==> src/rtl/aes_req_pkg.sv <==
// Shared types and widths for the AES engine requester.
// Optional statistics counters are enabled by AES_REQ_STATS_EN.
package aes_req_pkg;

    localparam int BLOCK_W = 128;
    localparam int STAT_W  = 16;

    typedef enum logic [1:0] {
        IDLE  = 2'd0,
        ISSUE = 2'd1,
        GAP   = 2'd2
    } req_state_e;

endpackage

==> src/rtl/aes_result_fifo.sv <==
// Synchronous result FIFO; head reads as zero when empty.
// Storage is not reset; only pointers and count are.
module aes_result_fifo #(
    parameter int DEPTH  = 4,
    parameter int CNT_W  = 3,
    parameter int DATA_W = 128
) (
    input  logic              clk,
    input  logic              n_rst,
    input  logic              i_push,
    input  logic [DATA_W-1:0] i_push_data,
    input  logic              i_pop,
    output logic [CNT_W-1:0]  o_count,
    output logic [DATA_W-1:0] o_head
);

    localparam int PTR_W = (DEPTH > 1) ? $clog2(DEPTH) : 1;

    logic [DATA_W-1:0] r_mem [DEPTH];
    logic [PTR_W-1:0]  r_wr_ptr;
    logic [PTR_W-1:0]  r_rd_ptr;
    logic [CNT_W-1:0]  r_count;
    logic              w_pop;

    // A pop against an empty FIFO is simply ignored.
    assign w_pop   = i_pop & (r_count != '0);
    assign o_count = r_count;
    assign o_head  = (r_count != '0) ? r_mem[r_rd_ptr] : '0;

    always_ff @(posedge clk) begin
        if (i_push) begin
            r_mem[r_wr_ptr] <= i_push_data;
        end
    end

    always_ff @(posedge clk or negedge n_rst) begin
        if (!n_rst) begin
            r_wr_ptr <= '0;
            r_rd_ptr <= '0;
            r_count  <= '0;
        end else begin
            if (i_push) begin
                r_wr_ptr <= r_wr_ptr + PTR_W'(1);
            end
            if (w_pop) begin
                r_rd_ptr <= r_rd_ptr + PTR_W'(1);
            end
            unique case ({i_push, w_pop})
                2'b10:   r_count <= r_count + CNT_W'(1);
                2'b01:   r_count <= r_count - CNT_W'(1);
                default: r_count <= r_count;
            endcase
        end
    end

endmodule

==> src/rtl/aes_engine_requester.sv <==
// Issues blocks to the AES engine and buffers its results with credits.
// Define AES_REQ_STATS_EN to add issued_cnt / done_cnt outputs.
module aes_engine_requester
    import aes_req_pkg::*;
#(
    parameter int RES_DEPTH = 4,
    parameter int CNT_W     = 3
) (
    input  logic               clk,
    input  logic               n_rst,
    input  logic               in_valid,
    input  logic [BLOCK_W-1:0] in_data,
    input  logic               in_encrypt,
    output logic               in_ready,
    output logic               eng_is_valid,
    output logic [BLOCK_W-1:0] eng_data_in,
    output logic               eng_encrypt_flag,
    input  logic               eng_busy,
    input  logic               eng_ready,
    input  logic [BLOCK_W-1:0] eng_data_out,
    output logic               out_valid,
    output logic [BLOCK_W-1:0] out_data,
    input  logic               out_ready,
    output logic [CNT_W-1:0]   outstanding,
    output logic               idle,
    output logic               err_spurious
`ifdef AES_REQ_STATS_EN
    ,
    output logic [STAT_W-1:0]  issued_cnt,
    output logic [STAT_W-1:0]  done_cnt
`endif
);

    req_state_e         r_state;
    req_state_e         w_next_state;
    logic               r_eng_is_valid;
    logic [BLOCK_W-1:0] r_eng_data_in;
    logic               r_eng_encrypt;
    logic [CNT_W-1:0]   r_outstanding;
    logic               r_err_spurious;
    logic [CNT_W-1:0]   w_fifo_count;
    logic [CNT_W:0]     w_committed;
    logic               w_credit_ok;
    logic               w_issue;
    logic               w_result;
    logic               w_spurious;

    // Every issued block owns a FIFO slot until popped, so a push can never overflow.
    assign w_committed = {1'b0, r_outstanding} + {1'b0, w_fifo_count};
    assign w_credit_ok = w_committed < (CNT_W + 1)'(RES_DEPTH);

    assign in_ready   = (r_state == IDLE) & ~eng_busy & w_credit_ok;
    assign w_issue    = in_valid & in_ready;
    assign w_result   = eng_ready & (r_outstanding != '0);
    assign w_spurious = eng_ready & (r_outstanding == '0);

    always_comb begin
        w_next_state = r_state;
        unique case (r_state)
            IDLE:    if (w_issue) w_next_state = ISSUE;
            ISSUE:   w_next_state = GAP;
            GAP:     w_next_state = IDLE;
            default: w_next_state = IDLE;
        endcase
    end

    always_ff @(posedge clk or negedge n_rst) begin
        if (!n_rst) begin
            r_state        <= IDLE;
            r_eng_is_valid <= 1'b0;
            r_eng_data_in  <= '0;
            r_eng_encrypt  <= 1'b0;
            r_outstanding  <= '0;
            r_err_spurious <= 1'b0;
        end else begin
            r_state        <= w_next_state;
            r_eng_is_valid <= w_issue;
            if (w_issue) begin
                r_eng_data_in <= in_data;
                r_eng_encrypt <= in_encrypt;
            end
            unique case ({w_issue, w_result})
                2'b10:   r_outstanding <= r_outstanding + CNT_W'(1);
                2'b01:   r_outstanding <= r_outstanding - CNT_W'(1);
                default: r_outstanding <= r_outstanding;
            endcase
            if (w_spurious) begin
                r_err_spurious <= 1'b1;
            end
        end
    end

`ifdef AES_REQ_STATS_EN
    logic [STAT_W-1:0] r_issued_cnt;
    logic [STAT_W-1:0] r_done_cnt;

    always_ff @(posedge clk or negedge n_rst) begin
        if (!n_rst) begin
            r_issued_cnt <= '0;
            r_done_cnt   <= '0;
        end else begin
            if (w_issue) begin
                r_issued_cnt <= r_issued_cnt + STAT_W'(1);
            end
            if (w_result) begin
                r_done_cnt <= r_done_cnt + STAT_W'(1);
            end
        end
    end

    assign issued_cnt = r_issued_cnt;
    assign done_cnt   = r_done_cnt;
`endif

    aes_result_fifo #(
        .DEPTH  (RES_DEPTH),
        .CNT_W  (CNT_W),
        .DATA_W (BLOCK_W)
    ) u_fifo (
        .clk         (clk),
        .n_rst       (n_rst),
        .i_push      (w_result),
        .i_push_data (eng_data_out),
        .i_pop       (out_ready),
        .o_count     (w_fifo_count),
        .o_head      (out_data)
    );

    assign eng_is_valid     = r_eng_is_valid;
    assign eng_data_in      = r_eng_data_in;
    assign eng_encrypt_flag = r_eng_encrypt;
    assign out_valid        = (w_fifo_count != '0);
    assign outstanding      = r_outstanding;
    assign err_spurious     = r_err_spurious;
    assign idle = (r_state == IDLE) & (r_outstanding == '0) & (w_fifo_count == '0);

endmodule

==> config.mk <==
export PLATFORM = sky130hd
export DESIGN_NAME = aes_engine_requester
export DESIGN_NICKNAME = d
export VERILOG_FILES = /design/src/rtl/aes_req_pkg.sv /design/src/rtl/aes_result_fifo.sv /design/src/rtl/aes_engine_requester.sv
export SDC_FILE = /design/constraint.sdc
export NUM_CORES = 1
export LEC_CHECK = 0
export CELL_PAD_IN_SITES_DETAIL_PLACEMENT = 0
export CELL_PAD_IN_SITES_GLOBAL_PLACEMENT = 1
export CORE_UTILIZATION = 44
export CTS_CLUSTER_DIAMETER = 150
export CTS_CLUSTER_SIZE = 12
export DETAILED_ROUTE_END_ITERATION = 7
export PLACE_DENSITY_LB_ADDON = 0.1
export REMOVE_ABC_BUFFERS = 1
export SLEW_MARGIN = 10
export SYNTH_ARGS = -nofsm -noshare
export SYNTH_HDL_FRONTEND = slang
export SYNTH_SLANG_ARGS = --single-unit
==> constraint.sdc <==
create_clock -name clk -period 5.9 [get_ports clk]
set_input_delay 0.59 -clock clk [delete_from_list [all_inputs] [get_ports clk]]
set_output_delay 0.59 -clock clk [all_outputs]
set_load 0.005 [all_outputs]
==> results of run 1 <==
[power breakdown]
group | internal (mW) | leakage (nW) | switching (mW)
logic | 4.12 | 4.58 | 2.53
registers | 6.28 | 6.41 | 0.640
clock network | 1.88 | 0.792 | 1.57
total | 12.3 | 11.8 | 4.74
[final cells by class]
class                      instances  area share (%)
inverter                          10           0.114
tap                              756            2.87
clock inverter                     2          0.0721
timing repair buffer             540            16.6
clock buffer                      80            4.91
sequential                       655            57.5
multi-input combinational        430            18.0
antenna                            1         0.00759
[worst min path at each step]
stage	to	slack, ns	cells past startpoint
after floorplan	eng_data_in[0]	0.29	0
after global placement	err_spurious	0.47	1
after detailed placement	err_spurious	0.48	1
after CTS	eng_data_in[64]	0.005	1
after global routing	eng_data_in[64]	0.04	1
final	eng_data_in[64]	0.002	1
[state kept, by name (all words and copies together), names as in the netlist]
register / cells
u_fifo.r_wr_ptr: 2
u_fifo.r_rd_ptr: 2
eng_encrypt_flag: 1
r_state: 2
outstanding: 3
u_fifo.r_mem: 512
u_fifo.o_count: 3
eng_is_valid: 1
err_spurious: 1
eng_data_in: 128
[metrics by stage]
step / util [%] / worst slack (ns)
finish: 58.3 / 1.85
global route: 58.3 / 1.58
CTS: 58.3 / 1.69
detailed placement: 55.4 / 2.36
global placement: 55.4 / 2.36
floorplan: - / -2.54
[worst max-delay path: stages (launching register included)]
cell	delay [ns]
dfrtp_4	1.10
buf_4	0.52
mux4_2	0.56
and2_1	0.17
clkdlybuf4s50_1	0.45
[placed cells by master (no fill, tap or decap), types with 4 or more instances in the layout]
cell | synthesis | layout
buf_12 | 0 | 7
inv_1 | 10 | 10
clkbuf_1 | 19 | 18
mux4_2 | 128 | 128
ha_1 | 8 | 8
and2_1 | 131 | 131
edfxtp_1 | 512 | 512
xnor2_1 | 4 | 4
dfrtp_1 | 143 | 141
buf_4 | 11 | 6
xor2_1 | 5 | 5
mux2_2 | 11 | 11
and3_4 | 0 | 4
clkbuf_16 | 0 | 62
mux2_1 | 19 | 19
mux2_4 | 100 | 100
clkdlybuf4s50_1 | 0 | 526
[synthesized netlist by cell type (all sizes together)]
library cell,instances
xnor2,4
mux4,128
and3,7
or3,2
nor2,3
nand4,1
buf,40
inv,10
xor2,5
o21bai,1
clkbuf,19
fa,2
ha,8
mux2,130
dfrtp,143
and2,131
edfxtp,512
nor4,2
nor2b,1
nand3,3
mux2i,2
[routing by layer]
layer	global-route usage, %	routed length (um)
met1	26.1	23800
met3	6.15	4510
met5	0	65
met2	36.0	31600
met4	4.72	1010
[logic make-up after synthesis]
family / synth area share [%]
AOI/OAI and AO/OA: 0.0297
xor gates and xnor gates: 0.312
adders and majority gates: 0.555
buffers and inverters: 1.56
DFF: 75.0
muxes: 18.8
and+or+nand+nor: 3.73
==> out/metrics.yaml, run 1 <==
finish:
  area_growth_syn_to_layout_pct: 30.6
  fin_cells: 2474
  fin_nets: 1970
  regArea_um2: 19000
  drive_above_1_share_pct: 18.9
  multiInputGateArea_um2: 5940
  stdcell_area_um2: 33000
  fillerInstances: 4294
worst_setup_path:
  rr_worst_depth: 3
  critPathLaunchType: "flop"
  worstSetupStartpoint: "u_fifo.r_rd_ptr[0]"
  cp.arrival_ns: 3.46
  cp-endpoint: "out_data[0]"
  end_kind: "primary output"
  path_max_fanout: 50
  worstReg2RegStart: "outstanding[0]"
  r2r_slack_ns: 3.26
  cp.required_ns: 5.31
  critPathKind: "reg -> out"
  r2r_end: "u_fifo.r_mem[2][126]"
clock_tree:
  clk_pin_slew_worst_paths_ns: 0.06
  post-cts-setup-buffers: 0
  clockRootBuffer: "clkbuf_16"
  clockBufferDepth: 3
  htreeDepth: 2
  cts_buffers: 60
  worstSkewPairLatency_ns: 0.60
  cts_tree: "done"
  cts.sinks: 655
  cts_resized: 0
  cts_hold_buf: 0
timing:
  slew_violations: 0
  worst_slew_pin_slew_ns: 1.13
  max_slew_margin_pct: 25.0
  tns_ns: 0
  skew_ns: 0.0142
  rsz0062_at_grt: "false"
  finalCriticalPeriod_ns: 4.05
  setup_viol: 0
  fin_crit_sh_pct: 68.6
  hold_ws_ns: 0.00237
  max_freq_mhz: 247
  hold_viol: 0
global_routing:
  grt_pass1_vias: 13717
  grt_usage_pct: 20.9
  grt_pass1_wl_mm: 90.1
  gr-total-overflow: 0
  grt_max_degree: 111
  antenna_found_initial: 10
synth:
  seq_area_frac_synth_pct: 75.0
  synth_area_leader_cell: "edfxtp_1"
  synth_cell_types: 27
  synthTopCellsByArea: "edfxtp_1 (61%), dfrtp_1 (14%), mux4_2 (11%)"
  yosysTopAreaCellShare_pct: 60.9
  ys_warn_count: 0
  syn_inst: 1154
  syn-cell-area_um2: 25300
  synth.avg_cell_area_um2: 21.9
  ys_ff_latch: 655
power:
  irDropWorstVdd_uv: 300
  power.density_nw_per_um2: 516
  fin_total_pwr_mw: 17.0
  p_leak_nw: 11.8
worst_hold_path:
  hold_class: "in -> async"
drt:
  via_per_inst: 5.15
  vias: 12751
  postRouteWirelength_mm: 61.0
  drtAntennaViolNets: 0
  firstDrtPassIters: 4
  wire_per_inst_um: 24.7
  drtIter0Drc: 656
  drc: 0
floorplanning:
  die_h_um: 242
  ios: 528
  start_util_pct: 44.6
  die-width_um: 242
  core_um2: 56600
  die-area_um2: 58400
  rows: 87
placement:
  hpwl_mm: 39.8
  place_inst: 2391
  io_buffers: 527
  place_congestion: 0.781
  post_dp_cell_area_um2: 31300
status:
  status: "completed"
flow_run:
  max_cap_violations: 0
No activity file was read; power rests on OpenSTA's default activity.
==> run 2, diff against run 1 <==
Clock period 5.9 ns to 4.05 ns, I/O delays scaled along.
==> out/metrics.yaml, run 2 (synthesized netlist as in run 1, its figures left out) <==
timing:
  finalCriticalPeriod_ns: 3.35
  slew_violations: 0
  tns_ns: 0
  rsz0062_at_grt: "false"
  hold_viol: 0
  fin_crit_sh_pct: 82.6
  setup_viol: 0
  setup_slack_ns: 0.703
  max_slew_margin_pct: 14.9
  skew_ns: 0.0126
  worst_slew_pin_slew_ns: 1.28
  max_freq_mhz: 299
worst_setup_path:
  critPathTopFamily: "buffers and inverters"
  worstSetupStartpoint: "u_fifo.o_count[0]"
  critPathLaunchType: "flop"
  path_max_fanout: 49
  cp.required_ns: 3.64
  crit_slowest_cell: "or3_4"
  slowest_delay_ns: 0.54
  path_buf_inv: 2
  end_kind: "primary output"
  critPathKind: "reg -> out"
  worstReg2RegStart: "outstanding[2]"
  crit_chain: "or3_4, buf_4, and2_1, clkdlybuf4s50_1"
  cp.arrival_ns: 2.94
clock_tree:
  cts_buffers: 60
  clockBufferDepth: 3
  cts_resized: 0
  worstSkewPairLatency_ns: 0.61
  cts.sinks: 655
  clk_pin_slew_worst_paths_ns: 0.06
  post-cts-setup-buffers: 0
  cts_tree: "done"
  htreeDepth: 2
  clockRootBuffer: "clkbuf_16"
placement:
  place_congestion: 0.771
  place_inst: 2400
  io_buffers: 527
  place_ws_ns: 1.26
  hpwl_mm: 38.0
power:
  fin_total_pwr_mw: 24.7
  p_leak_nw: 11.8
  irDropWorstVdd_uv: 584
  power.density_nw_per_um2: 748
finish:
  regArea_um2: 19000
  largest_reg_flops: 512
  drive_above_1_share_pct: 19.3
  multiInputGateArea_um2: 5940
  layout_common_cells: "clkdlybuf4s50_1 (526), edfxtp_1 (512), dfrtp_1 (141)"
  area_growth_syn_to_layout_pct: 30.9
  fin_cells: 2483
  fillerInstances: 4306
  fin_nets: 1980
  final_common_cell: "clkdlybuf4s50_1"
  regMostFlops: "u_fifo.r_mem"
  fin_util_pct: 58.4
floorplanning:
  ios: 528
  start_util_pct: 44.6
  die_h_um: 242
  die-area_um2: 58400
  die-width_um: 242
  rows: 87
  core_um2: 56600
worst_hold_path:
  hold_class: "in -> async"
global_routing:
  grt_usage_pct: 20.5
  grt_pass1_wl_mm: 88.8
  grt_max_degree: 129
  antenna_found_initial: 7
  grt_pass1_vias: 13588
  gr-total-overflow: 0
drt:
  drtAntennaViolNets: 0
  firstDrtPassIters: 4
  wire_per_inst_um: 24.0
  via_per_inst: 5.12
  drtIter0Drc: 623
  drc: 0
  vias: 12711
  postRouteWirelength_mm: 59.7
flow_run:
  max_cap_violations: 0
status:
  status: "completed"
==> run 2: cell type report <==
| cell class | instances | share of cell area, % |
|---|---|---|
| multi-input cells | 430 | 17.9 |
| diodes | 2 | 0.0151 |
| flip-flops and latches | 655 | 57.3 |
| clock inverters | 3 | 0.0984 |
| clock buffers | 77 | 4.73 |
| inverters | 10 | 0.113 |
| well taps | 756 | 2.86 |
| repair buffers | 550 | 16.9 |
==> run 2: worst paths after layout <==
kind	endpoint	slack, ns	cells after the start
hold / removal	eng_data_in[51]	0.30	2
setup / recovery	out_data[75]	0.70	4
setup reg to reg	eng_data_in[66]	1.33	5
hold reg to reg	err_spurious	0.48	1
max in group asynchronous	eng_data_in[114]	2.83	3
min in group clk	eng_data_in[38]	0.37	2
==> run 2: routing by layer <==
layer	wire length, um	global-route usage [%]	vias up
met1	23200	25.3	6605
met5	34	0	-
met3	4660	5.96	78
li1	-	-	5615
met2	30800	35.3	407
met4	1060	5.15	6
==> run 2: what timing repair did <==
action,CTS,global route
setup endpoints to repair,0,0
endpoints found under the hold margin,46,0
hold buffers,1,0
==> run 2: report_power, final <==
group          switching [mW]  internal [mW]  leakage [nW]
registers               0.664           9.17          6.41
clock network            2.27           2.66         0.771
logic                    3.92           6.05          4.64
total                    6.86           17.9          11.8
==> run 2: metrics by stage <==
stage	instance area [um^2]	hold WS, ns
2_1_floorplan	24900	0.109
3_3_place_gp	31500	0.376
3_5_place_dp	31500	0.377
4_1_cts	33100	0.272
5_1_grt	33100	0.303
6_report	33100	0.297
